## config.mk

```make
export PLATFORM = sky130hd
export DESIGN_NAME = serial_mag_comp_ctrl_flat
export DESIGN_NICKNAME = d
export VERILOG_FILES = /design/src/rtl/serial_mag_comp_ctrl_if.sv /design/src/rtl/serial_mag_comp_ctrl.sv /design/src/flat_wrapper.sv
export SDC_FILE = /design/constraint.sdc
export NUM_CORES = 1
export LEC_CHECK = 0
export CORE_UTILIZATION = 52
export CTS_CLUSTER_SIZE = 30
export DETAILED_ROUTE_END_ITERATION = 8
export HOLD_SLACK_MARGIN = 0.08
export PLACE_DENSITY = 0.82
export SYNTH_ARGS = -nofsm -noshare
export SYNTH_HDL_FRONTEND = slang
export SYNTH_SLANG_ARGS = --single-unit
```

## constraint.sdc

```tcl
create_clock -name clk -period 2.7 [get_ports clk]
set_input_delay 0.54 -clock clk [delete_from_list [all_inputs] [get_ports clk]]
set_output_delay 0.54 -clock clk [all_outputs]
set_load 0.005 [all_outputs]
```

## src/rtl/serial_mag_comp_ctrl_if.sv

```systemverilog
// Handshake and operand/result bundle for serial_mag_comp_ctrl.
// master: the requester driving start/a/b; slave: the comparator sequencer.
interface serial_mag_comp_ctrl_if #(
    parameter int unsigned WIDTH = 8
);
    logic             start;
    logic [WIDTH-1:0] a;
    logic [WIDTH-1:0] b;
    logic             busy;
    logic             done;
    logic             G;
    logic             L;
    logic             E;

    modport master (
        output start, a, b,
        input  busy, done, G, L, E
    );

    modport slave (
        input  start, a, b,
        output busy, done, G, L, E
    );
endinterface

```

## src/rtl/serial_mag_comp_ctrl.sv

```systemverilog
// Serial unsigned magnitude comparator: steps a 2-bit G/L/E compare slice over
// the operands one digit per cycle, most significant digit first.
// Optional build macro SERIAL_COMP_EARLY_EXIT_EN: finish on the first unequal
// digit instead of always walking all WIDTH/2 digits.
module serial_mag_comp_ctrl #(
    parameter int unsigned WIDTH = 8
) (
    input logic                  clk,
    input logic                  rst_n,
    serial_mag_comp_ctrl_if.slave bus
);
    localparam int unsigned D    = WIDTH / 2;
    localparam int unsigned CntW = (D > 1) ? $clog2(D) : 1;

    typedef enum logic [0:0] {StIdle, StRun} state_e;

    state_e           state_q, state_d;
    logic [WIDTH-1:0] sa_q, sa_d;
    logic [WIDTH-1:0] sb_q, sb_d;
    logic [CntW-1:0]  cnt_q, cnt_d;
    logic             pend_dec_q, pend_dec_d;  // an unequal digit has been seen
    logic             pend_g_q, pend_g_d;      // direction of that first unequal digit
    logic             done_q, done_d;
    logic             g_q, g_d;
    logic             l_q, l_d;
    logic             e_q, e_d;

    logic [1:0]       digit_a;
    logic [1:0]       digit_b;
    logic             slice_g;
    logic             slice_l;
    logic             dec_now;
    logic             g_now;
    logic             last;

    // 2-bit compare slice on the current top digit, merged with the pending result
    always_comb begin
        digit_a = sa_q[WIDTH-1 -: 2];
        digit_b = sb_q[WIDTH-1 -: 2];
        slice_g = digit_a > digit_b;
        slice_l = digit_a < digit_b;
        // The first unequal digit decides; later digits cannot override it.
        dec_now = pend_dec_q | slice_g | slice_l;
        g_now   = pend_dec_q ? pend_g_q : slice_g;
`ifdef SERIAL_COMP_EARLY_EXIT_EN
        last    = (cnt_q == '0) | dec_now;
`else
        last    = (cnt_q == '0);
`endif
    end

    // Next-state and datapath updates for the IDLE/RUN sequencer
    always_comb begin
        state_d    = state_q;
        sa_d       = sa_q;
        sb_d       = sb_q;
        cnt_d      = cnt_q;
        pend_dec_d = pend_dec_q;
        pend_g_d   = pend_g_q;
        done_d     = 1'b0;
        g_d        = g_q;
        l_d        = l_q;
        e_d        = e_q;

        unique case (state_q)
            StIdle: begin
                if (bus.start) begin
                    sa_d       = bus.a;
                    sb_d       = bus.b;
                    cnt_d      = CntW'(D - 1);
                    pend_dec_d = 1'b0;
                    pend_g_d   = 1'b0;
                    state_d    = StRun;
                end
            end
            StRun: begin
                pend_dec_d = dec_now;
                pend_g_d   = g_now;
                sa_d       = sa_q << 2;
                sb_d       = sb_q << 2;
                cnt_d      = cnt_q - CntW'(1);
                if (last) begin
                    state_d = StIdle;
                    cnt_d   = '0;
                    done_d  = 1'b1;
                    g_d     = dec_now & g_now;
                    l_d     = dec_now & ~g_now;
                    e_d     = ~dec_now;
                end
            end
        endcase
    end

    // State registers with synchronous active-low reset
    always_ff @(posedge clk) begin
        if (!rst_n) begin
            state_q    <= StIdle;
            sa_q       <= '0;
            sb_q       <= '0;
            cnt_q      <= '0;
            pend_dec_q <= 1'b0;
            pend_g_q   <= 1'b0;
            done_q     <= 1'b0;
            g_q        <= 1'b0;
            l_q        <= 1'b0;
            e_q        <= 1'b0;
        end else begin
            state_q    <= state_d;
            sa_q       <= sa_d;
            sb_q       <= sb_d;
            cnt_q      <= cnt_d;
            pend_dec_q <= pend_dec_d;
            pend_g_q   <= pend_g_d;
            done_q     <= done_d;
            g_q        <= g_d;
            l_q        <= l_d;
            e_q        <= e_d;
        end
    end

    assign bus.busy = (state_q == StRun);
    assign bus.done = done_q;
    assign bus.G    = g_q;
    assign bus.L    = l_q;
    assign bus.E    = e_q;
endmodule

```

## src/flat_wrapper.sv

```systemverilog
// flat-port wrapper written by rule: the top's interface ports become plain ports
module serial_mag_comp_ctrl_flat 
#(
    parameter int unsigned WIDTH = 8
)
  (clk, rst_n, bus_start, bus_a, bus_b, bus_busy, bus_done, bus_G, bus_L, bus_E);
  serial_mag_comp_ctrl_if #(.WIDTH(WIDTH)) bus_i ();
  input logic clk;
  input logic rst_n;
  input wire logic [$bits(bus_i.start)-1:0] bus_start;
  input wire logic [$bits(bus_i.a)-1:0] bus_a;
  input wire logic [$bits(bus_i.b)-1:0] bus_b;
  output wire logic [$bits(bus_i.busy)-1:0] bus_busy;
  output wire logic [$bits(bus_i.done)-1:0] bus_done;
  output wire logic [$bits(bus_i.G)-1:0] bus_G;
  output wire logic [$bits(bus_i.L)-1:0] bus_L;
  output wire logic [$bits(bus_i.E)-1:0] bus_E;
  assign bus_i.start = bus_start;
  assign bus_i.a = bus_a;
  assign bus_i.b = bus_b;
  assign bus_busy = bus_i.busy;
  assign bus_done = bus_i.done;
  assign bus_G = bus_i.G;
  assign bus_L = bus_i.L;
  assign bus_E = bus_i.E;
  serial_mag_comp_ctrl #(.WIDTH(WIDTH)) u_core (.clk(clk), .rst_n(rst_n), .bus(bus_i));
endmodule
```

### Yosys cells after proc, flatten, opt, wreduce, memory -nomap -nowiden

Cells that the tools add are included.
Widths: inputs -> output; s select.

| cells by class | value |
|---|---|
| add/subtract/negate cells | 1 |
| magnitude comparators | 2 |
| equal/unequal tests | 1 |
| mux-type cells | 15 |
| bitwise operators | 7 |
| reduce and logical (&&, ||, !) cells | 3 |

Operator list:

| operator | count |
|---|---|
| $pmux 8 s2 | 2 |
| $mux 8 | 2 |
| $pmux 1 s2 | 3 |
| $mux 1 | 5 |
| $mux 2 | 2 |
| $pmux 2 s2 | 1 |
| $reduce_and 2->1 | 2 |
| $not 1->1 | 3 |
| $and 1x1->1 | 2 |
| $gt 2x2->1 | 1 |
| $logic_not 2->1 | 1 |
| $lt 2x2->1 | 1 |
| $ne 2x2->1 const B | 1 |
| $or 1x1->1 | 2 |
| $sub 2x1->2 const B | 1 |

| word-level totals | value |
|---|---|
| bits in registers | 25 |
| output and inout bits | 5 |
| word-level logic and storage cells | 39 |

### Depth between registers and ports, before layout

| logic depth | value |
|---|---|
| word-level depth | 4 |
| depth in mapped cells | 5 |

### Worst setup path before layout

OpenSTA, ideal clock, no wires.

| timing | value |
|---|---|
| path kind | reg-to-reg |
| start | register u_core.sb_q[7] |
| end | register u_core.l_q (netlist: u_core.bus.L) |
| arrival time | 1054 ps |
| required time | 2581 ps |
| path slack | 1527 ps |
| stages on the path, launching flop included | 6 |
| buffers on the path | 0 |
| clock period less this slack | 1173 ps |
| cell sequence | dfxtp_1 > inv_1 > ha_1 > nor2b_1 > nor3_1 > o221a_1 |

| between the ends | value |
|---|---|
| word-level cells in the longest chain between the ends | 4 |
| elaborated cells between the ends (all ways) | 7 |
| classes of those cells | order compare: 2; mux: 1; bitwise: 4 |

RTL lines:

| element | line | RTL |
|---|---|---|
| start: declaration | serial_mag_comp_ctrl.sv:19 | `logic [WIDTH-1:0] sb_q, sb_d;` |
| start signal: assignment | serial_mag_comp_ctrl.sv:99 | `sb_q <= '0;` |
| start signal: assignment | serial_mag_comp_ctrl.sv:110 | `sb_q <= sb_d;` |
| $gt 2x2->1 | serial_mag_comp_ctrl.sv:40 | `slice_g = digit_a > digit_b;` |
| $or 1x1->1 or $mux 1 (tied branches) | serial_mag_comp_ctrl.sv:43, serial_mag_comp_ctrl.sv:44 |  |
| $or 1x1->1 or $not 1->1 (tied branches) | serial_mag_comp_ctrl.sv:43, serial_mag_comp_ctrl.sv:87 |  |
| $and 1x1->1 (*) | serial_mag_comp_ctrl.sv:87 | `l_d = dec_now & ~g_now;` |
| end signal: assignment | serial_mag_comp_ctrl.sv:116 | `l_q <= l_d;` |
| end: declaration | serial_mag_comp_ctrl.sv:25 | `logic l_q, l_d;` |

Every way passes the cells marked *; elsewhere a longest branch is shown, timed or not.
A chain may end at the register's enable or synchronous reset.

### Worst setup path after layout

| timing | value |
|---|---|
| start | register u_core.state_q (netlist: u_core.bus.busy) |
| end | output bus_busy |

RTL lines:

| element | line | RTL |
|---|---|---|
| start: declaration | serial_mag_comp_ctrl.sv:17 | `state_e state_q, state_d;` |
| start signal: assignment | serial_mag_comp_ctrl.sv:97 | `state_q <= StIdle;` |
| start signal: assignment | serial_mag_comp_ctrl.sv:108 | `state_q <= state_d;` |
| end: declaration | flat_wrapper.sv:13 | `output wire logic [$bits(bus_i.busy)-1:0] bus_busy;` |

No word-level cell between the ends.

==> metrics.md <==
| Metric | Value |
|---|---|
| VDD IR max | 396 uV |
| Vias in the first global route | 693 |
| DRT iter0 DRCs | 8 |
| Ys flop type | dfxtp_1 |
| CTS sink cnt | 25 |
| Max Freq | 0.531 GHz |
| First-pass GRT wire length | 2730 um |
| CP Launch Type | flop |
| Worst-Margin Slew | 0.706 ns |
| Crit end category | output port |
| Num CTS Buffers | 3 |
| Max Slew Vio Count | 0 |
| Core outline area | 0.00198 mm2 |
| CTS tree | done |
| Crit share post-route | 69.8% |
| Commonest non-fill, non-tap cell in the layout | dfxtp_1 |
| R2R setup slack | 1.44 ns |
| Max-slew headroom at the worst pin | 52.8% |
| YS warnings | 0 |
| Wirelength per Cell | 10.8 um |
| RSZ-0062 raised after global routing | false |
| Final total power | 0.737 mW |
| Ports | 24 |
| Crit Path Class | flop to output port |
| Hpwl dp | 1240 um |
| Clk pin slew, worst setup/hold paths | 0.13 ns |
| Post-synthesis cell type count | 28 |
| Hold Vio Cnt, Final | 0 |
| Global placer's final weighted congestion | 0.854 |
| Reg2reg start | u_core.sb_q[7]$_SDFFE_PN0P_ |
| Antenna violations before repair | 0 |
| Maximum capacitance violations | 0 |
| GRT Total Usage | 17.0% |
| Placed cell count | 158 |
| Max clock buf depth | 2 |
| DRC errors left | 0 |
| Worst skew pair latency | 0.31 ns |
| GR Overflow Total | 0 |
| Delay-heaviest family, CP | buffers and inverters |
| Post-synthesis cell area | 0.00110 mm2 |
| Critical path peak fanout | 8 |
| Fillcell total | 148 |
| Mapped Nets | 134 |
| Leakage | 0.665 nW |
| Largest cells by area after synthesis | dfxtp_1 (46%), mux2i_1 (13%), o211a_1 (11%) |
| Clock skew | 0.00548 ns |
| Layout cells sized above 1 | 5.93% |
| Die X | 48.0 um |
| Detailed Route WL | 1750 um |
| Status | complete, no violations |
| Most frequent cells in the layout | dfxtp_1 (25), clkdlybuf4s50_1 (23), nand2_1 (17), mux2i_1 (14), o211a_1 (12) |
| Buf/Inv on CP | 1 |
| Cell row count | 16 |
| ANT nets after route | 0 |
| Mapped Avg Cell Area | 9.72 um2 |
| Setup bufs post-CTS | 0 |
| Critical Path AT | 1.34 ns |
| Worst setup startpoint | u_core.bus.busy$_SDFF_PN0_ |
| Hold Crit Start | u_core.bus.E$_SDFFE_PN0P_ |
| Pwr dens | 538 mW/mm2 |
| Worst hold path class | flop to flop |
| Synthesis-stage register bit count | 25 |
| Syn Inst Count | 113 |
| Post-DR vias/cell | 5.24 |
| Critical path's slowest cell | clkdlybuf4s50_1 |
| Detailed-route via count | 849 |
| Hold_buf cts | 0 |
| Port bufs | 23 |
| TritonRoute pass-1 iters | 4 |
| Minimum clock period | 1.88 ns |
| Largest net degree at the start of global routing | 29 |
| EDFF count, synth | 0 |
| Final nets | 157 |
| ANT cells | 0 |
| Post-synth top area share | 45.6% |
| Final setup vio count | 0 |
| Root Buffer | clkbuf_4 |
| Worst path cell trace | clkdlybuf4s50_1 |
| CTS H-tree depth | 1 |
| Register area share after synthesis | 45.6% |
| Syn-to-layout area delta | 24.6% |
| Post_cts resized | 0 |
| Initial core utilization | 55.4% |
| Max incr delay on CP | 0.55 ns |
| Fin cells | 162 |
| CP required | 2.16 ns |
| Asr flop ratio synth | 0% |
| Die footprint | 0.00230 mm2 |
| Cell taking the most area after synthesis | dfxtp_1 |
| Overall die height | 48.0 um |
| Final TNS setup | 0 ns |
flip-flops by register name, summed over array words and instances, names as in the netlist:
signal	cells
u_core.bus.done	1
u_core.pend_dec_q	1
u_core.bus.G	1
u_core.cnt_q	2
u_core.bus.L	1
u_core.bus.busy	1
u_core.sb_q	8
u_core.bus.E	1
u_core.sa_q	8
u_core.pend_g_q	1
logic make-up (layout without fill, tap and decap cells):
| kind of cell | count (synthesis) | after routing | synth area share, % |
|---|---|---|---|
| adders and majority gates | 2 | 2 | 2.28 |
| buffers and inverters | 12 | 34 | 4.67 |
| AOI/OAI and AO/OA | 29 | 29 | 21.0 |
| and+or+nand+nor | 31 | 31 | 13.8 |
| muxes | 14 | 14 | 12.8 |
| DFF | 25 | 25 | 45.6 |
final cells by class:
class                      count  area [um2]  area share (%)
clock buffer                   3        22.5            1.65
clock inverter                 1        5.00           0.366
inverter                       6        22.5            1.65
multi-input combinational     76         547            39.9
sequential                    25         500            36.6
tap                           27        33.8            2.47
timing repair buffer          24         238            17.4
synth_stat cells (2+ instances only):
master / instances
a21boi_0: 2
buf_2: 2
clkbuf_1: 3
dfxtp_1: 25
ha_1: 2
inv_1: 5
mux2i_1: 14
nand2_1: 17
nor2_1: 6
o211a_1: 12
o211ai_1: 3
o21ai_0: 6
per-stage QoR:
stage	hold slack, ns	util [%]	setup WS [ns]	area [um2]
after floorplan	0.461	-	1.53	1100
after global placement	0.456	67.7	0.824	1340
after detailed placement	0.475	67.7	0.783	1340
after CTS	0.493	69.1	0.794	1370
after global routing	0.522	69.1	0.714	1370
final	0.491	69.1	0.816	1370
final timing paths:
check | to | cells past startpoint
setup / recovery | bus_busy | 1
hold / removal | u_core.bus.E$_SDFFE_PN0P_ | 2
setup reg to reg | u_core.bus.L$_SDFFE_PN0P_ | 5
hold reg to reg | u_core.bus.E$_SDFFE_PN0P_ | 2
metal layers:
layer  routed length [um]  vias to the layer above  GRT usage, %
met5                    0                        -             0
met4                   21                        0          8.33
met3                   50                        2          3.40
met2                  814                       17          27.3
met1                  867                      383          21.7
li1                     -                      447             -
power by group:
part | leakage, nW | internal [mW] | switching (mW)
sequential | 0.206 | 0.402 | 0.0204
clock | 0.0177 | 0.0554 | 0.107
combinational | 0.441 | 0.0858 | 0.0665
Note: power is estimated with default switching activity, not from simulation.
